`config.mk`:
```
export PLATFORM = sky130hd
export DESIGN_NAME = traffic_light_controller
export DESIGN_NICKNAME = d
export VERILOG_FILES = /design/src/rtl/traffic_light_controller.sv
export SDC_FILE = /design/constraint.sdc
export NUM_CORES = 1
export LEC_CHECK = 0
export CAP_MARGIN = 20
export CORE_MARGIN = 1
export CORE_UTILIZATION = 50
export CTS_CLUSTER_SIZE = 30
export DETAILED_ROUTE_END_ITERATION = 10
export PLACE_DENSITY_LB_ADDON = 0.12
export SLEW_MARGIN = 20
export SYNTH_ARGS = -nofsm -noshare
export SYNTH_HDL_FRONTEND = slang
export SYNTH_SLANG_ARGS = --single-unit
export TNS_END_PERCENT = 50
```
`constraint.sdc`:
```
create_clock -name clk -period 2.67 [get_ports clk]
set_input_delay 0.534 -clock clk [delete_from_list [all_inputs] [get_ports clk]]
set_output_delay 0.534 -clock clk [all_outputs]
set_load 0.02 [all_outputs]
```
`src/rtl/traffic_light_controller.sv`:
```
// Four-way traffic light sequencer with round-robin service and timed green/yellow/all-red phases.
// Optional long-queue green extension is enabled by defining TLC_EXT_GREEN_EN.
//
// state  | meaning
// IDLE   | all red, searching for demand every cycle
// GREEN  | served direction green for GREEN_TIME cycles
// EXT    | served direction green for EXT_TIME extra cycles (TLC_EXT_GREEN_EN only)
// YELLOW | served direction yellow for YELLOW_TIME cycles
// ALLRED | all red clearance for ALLRED_TIME cycles, then re-select
module traffic_light_controller #(
    parameter int GREEN_TIME  = 10,
    parameter int EXT_TIME    = 10,
    parameter int YELLOW_TIME = 3,
    parameter int ALLRED_TIME = 1
) (
    input  logic       clk,
    input  logic       rst,
    input  logic [3:0] sensor_1th,
    input  logic [3:0] sensor_5th,
    output logic [1:0] Light_north,
    output logic [1:0] Light_south,
    output logic [1:0] Light_east,
    output logic [1:0] Light_west
);

    localparam int MAX_A   = (GREEN_TIME > EXT_TIME) ? GREEN_TIME : EXT_TIME;
    localparam int MAX_B   = (YELLOW_TIME > ALLRED_TIME) ? YELLOW_TIME : ALLRED_TIME;
    localparam int MAX_T   = (MAX_A > MAX_B) ? MAX_A : MAX_B;
    localparam int TIMER_W = ($clog2(MAX_T + 1) > 8) ? $clog2(MAX_T + 1) : 8;

    localparam logic [TIMER_W-1:0] GREEN_LOAD  = TIMER_W'(GREEN_TIME - 1);
    localparam logic [TIMER_W-1:0] YELLOW_LOAD = TIMER_W'(YELLOW_TIME - 1);
    localparam logic [TIMER_W-1:0] ALLRED_LOAD = TIMER_W'(ALLRED_TIME - 1);

`ifdef TLC_EXT_GREEN_EN
    localparam logic [TIMER_W-1:0] EXT_LOAD = TIMER_W'(EXT_TIME - 1);
    typedef enum logic [2:0] {IDLE, GREEN, EXT, YELLOW, ALLRED} state_t;
`else
    typedef enum logic [2:0] {IDLE, GREEN, YELLOW, ALLRED} state_t;
    logic unused_sensor_5th;
    assign unused_sensor_5th = ^sensor_5th;
`endif

    state_t             state, state_nxt;
    logic [TIMER_W-1:0] timer, timer_nxt;
    logic [1:0]         served, served_nxt;
    logic               sel_found;
    logic [1:0]         sel_dir;
    logic [1:0]         cand;
    logic               timer_tc;
    logic [1:0]         color;

    assign timer_tc = (timer == '0);

    // Round-robin search starting after the last served direction; served is checked last.
    always_comb begin
        sel_found = 1'b0;
        sel_dir   = served;
        cand      = served;
        for (int k = 1; k <= 4; k++) begin
            cand = served + 2'(k);
            if (!sel_found && sensor_1th[cand]) begin
                sel_found = 1'b1;
                sel_dir   = cand;
            end
        end
    end

    always_ff @(posedge clk) begin
        if (!rst) begin
            state  <= IDLE;
            timer  <= '0;
            served <= 2'd3;
        end else begin
            state  <= state_nxt;
            timer  <= timer_nxt;
            served <= served_nxt;
        end
    end

    always_comb begin
        state_nxt  = state;
        timer_nxt  = timer - 1'b1;
        served_nxt = served;
        case (state)
            GREEN: begin
                if (timer_tc) begin
`ifdef TLC_EXT_GREEN_EN
                    if (sensor_5th[served]) begin
                        state_nxt = EXT;
                        timer_nxt = EXT_LOAD;
                    end else begin
                        state_nxt = YELLOW;
                        timer_nxt = YELLOW_LOAD;
                    end
`else
                    state_nxt = YELLOW;
                    timer_nxt = YELLOW_LOAD;
`endif
                end
            end
`ifdef TLC_EXT_GREEN_EN
            EXT: begin
                if (timer_tc) begin
                    state_nxt = YELLOW;
                    timer_nxt = YELLOW_LOAD;
                end
            end
`endif
            YELLOW: begin
                if (timer_tc) begin
                    state_nxt = ALLRED;
                    timer_nxt = ALLRED_LOAD;
                end
            end
            default: begin
                // IDLE every cycle, ALLRED only on its terminal count
                if (state == IDLE || timer_tc) begin
                    if (sel_found) begin
                        state_nxt  = GREEN;
                        timer_nxt  = GREEN_LOAD;
                        served_nxt = sel_dir;
                    end else begin
                        state_nxt = IDLE;
                        timer_nxt = '0;
                    end
                end
            end
        endcase
    end

    always_comb begin
        color = 2'b00;
        case (state)
            GREEN:   color = 2'b10;
`ifdef TLC_EXT_GREEN_EN
            EXT:     color = 2'b10;
`endif
            YELLOW:  color = 2'b01;
            default: color = 2'b00;
        endcase
        Light_north = (served == 2'd0) ? color : 2'b00;
        Light_south = (served == 2'd1) ? color : 2'b00;
        Light_east  = (served == 2'd2) ? color : 2'b00;
        Light_west  = (served == 2'd3) ? color : 2'b00;
    end

endmodule

```
==> metrics.cfg <==
[sta]
finalHoldWorstSlack_ps = 475
setup_viol = 0
fin_crit_ps = 2400
tns_ps = 0
relSlewSlack_pct = 69.2
grt_setup_unrepaired = no
finalCritPeriodShare_pct = 90.1
hold_viol_final = 0
final_max_slew_viol_count = 0
fmax_ghz = 0.416
skew_ps = 6.03
worst_pin_slew_ps = 457

[route]
drc = 0
drt_iter0_drc = 30
antenna_left = 0
drt_wl_total_um = 1620
drt-vias-per-instance = 5.23
drt_pass1_iterations = 4
vias = 748
wl_per_cell_um = 11.3

[critical_path]
rr_worst_depth = 7
cp.required_ps = 2840
startpoint_type = flip-flop
slowest_delay_ps = 490
critPathSlowestCell = or4b_4
crit_chain = inv_1, ha_1, or4b_4, or4_4, a21oi_4, and4_1, mux2_1
worstPathMaxFanout = 5
cp.arrival_ps = 2580
crit_path_end_kind = flip-flop
critPathKind = flip-flop to flip-flop

[finish]
insertedDiodeCount = 0
layout_common_cells = clkdlybuf4s50_1, dfxtp_1, nor2_1
fillerInstances = 131
area_growth_syn_to_layout_pct = 22.2
final_common_cell = clkdlybuf4s50_1
nets = 140
layout-drive-gt1-share_pct = 10.9

[min_path]
whs_path_depth = 2
hold_class = flip-flop to flip-flop

[logic_synthesis]
synth_area_um2 = 902
yosysSeqAreaShare_pct = 26.6
synthFlopType = dfxtp_1
syn_avg_cell_area_um2 = 8.84
synth-async-reset-ratio_pct = 0
yosys.cell_types.count = 31
synth_edf_count = 0
yosys_warnings = 0
syn-num-nets = 122
netlist_instances = 102
ys_seq_elements = 12

[grt]
grt_max_degree = 9
overflow = 0
antenna_found_initial = 0
grt_pass1_vias = 650
grt_usage_pct = 19.8
grt_pass1_wl_um = 2850

[place]
gp_congestion = 0.833
hpwl_um = 1240
io_buffers = 13

[die]
die_w_um = 44.5
coreArea_um2 = 1590
dieHeight_um = 44.5
row_count = 14
ios = 18
start_util_pct = 56.6
dieArea_um2 = 1980

[power]
ir_drop_mv = 0.649
p_leak_uw = 0.000462
powerDensity_nw_per_um2 = 1200

[run]
cap_violations = 0

[clock_network]
holdBufCountCts = 0
clkTransAtPathRegs_ps = 80
htreeDepth = 1
post_cts_buffers = 0
cts_tree = done
cts_root_buffer = clkbuf_4
numCtsBuffers = 3
clock_sinks = 12
clk_latency_ps = 280
ctsResizeCount = 0
clockBufferDepth = 2

[run_status]
status = completed

-- metrics by stage --
| step | cell area [um2] | cells | utilization [%] | setup slack (ps) | power (uW) |
|---|---|---|---|---|---|
| final | 1100 | 143 | 69.2 | 265 | 1320 |
| after global routing | 1100 | 143 | 69.2 | 150 | 1460 |
| after global placement | 1070 | 139 | 66.9 | 308 | 1150 |
| after detailed placement | 1070 | 139 | 66.9 | 279 | 1180 |
| after floorplan | 902 | 102 | - | 397 | 1000 |
| after CTS | 1100 | 143 | 69.2 | 260 | 1330 |
-- critical path, delay by kind of cell (launching register included) --
| family | cells | cell delay [ps] |
|---|---|---|
| fa+ha+maj | 1 | 190 |
| compound gates | 1 | 220 |
| simple gates | 3 | 1190 |
| mux | 1 | 310 |
| buf+inv | 1 | 60 |
| flops | 1 | 330 |
-- area by class of cell --
cell class	instances	area, um2	area share, %
inverters	8	30.0	2.72
flip-flops and latches	12	240	21.8
clock buffers	4	36.3	3.29
multi-input cells	81	628	57.0
repair buffers	14	138	12.5
well taps	24	30.0	2.72
-- state kept, by name, indices dropped and copies added (netlist names) --
register,flops
timer,8
served,2
state,2
-- worst paths after layout --
path                  from         to  slack [ps]
setup / recovery  timer[0]  served[0]         270
hold / removal    timer[4]   timer[4]         480
setup reg to reg  timer[0]  served[0]         270
hold reg to reg   timer[4]   timer[4]         480
-- logic make-up after synthesis --
kind of cell             Yosys count  synth area share, %
AO/OA/AOI/OAI                     14                 10.8
XOR/XNOR                           5                 4.85
adder cells (fa/ha/maj)           10                 13.9
buffers and inverters              9                 3.74
flip-flops                        12                 26.6
multiplexers                       9                 14.4
AND/OR/NAND/NOR                   43                 25.7
-- power breakdown --
group          internal (uW)  leakage [uW]  switching, uW
combinational            427      0.000343            436
sequential               250     0.0000987           65.0
clock                   83.0     0.0000210           61.2
total                    760      0.000462            562
-- cells in the mapped netlist (all sizes together), types with 2 or more instances --
library cell  instances  area (um2)
a21oi                 3        26.3
dfxtp                12         240
inv                   8        30.0
mux2i                 4        40.0
mux2                  2        22.5
nor2                 11        41.3
mux4                  3        67.6
nand2                 8        30.0
ha                   10         125
nor3                  4        20.0
nand2b                2        12.5
o21ai                 6        30.0
xnor2                 4        35.0
nor2b                 2        12.5
and2                  8        50.1
or4                   2        18.8
nand3                 2        10.0
-- metal layers --
metal | vias to the layer above | wire length [um] | track usage, %
li1 | 388 | - | -
met3 | 5 | 84 | 6.12
met2 | 17 | 732 | 27.4
met5 | - | 0 | 0
met1 | 338 | 777 | 28.9
met4 | 0 | 21 | 7.27
Power figures use the tool's default switching activity.
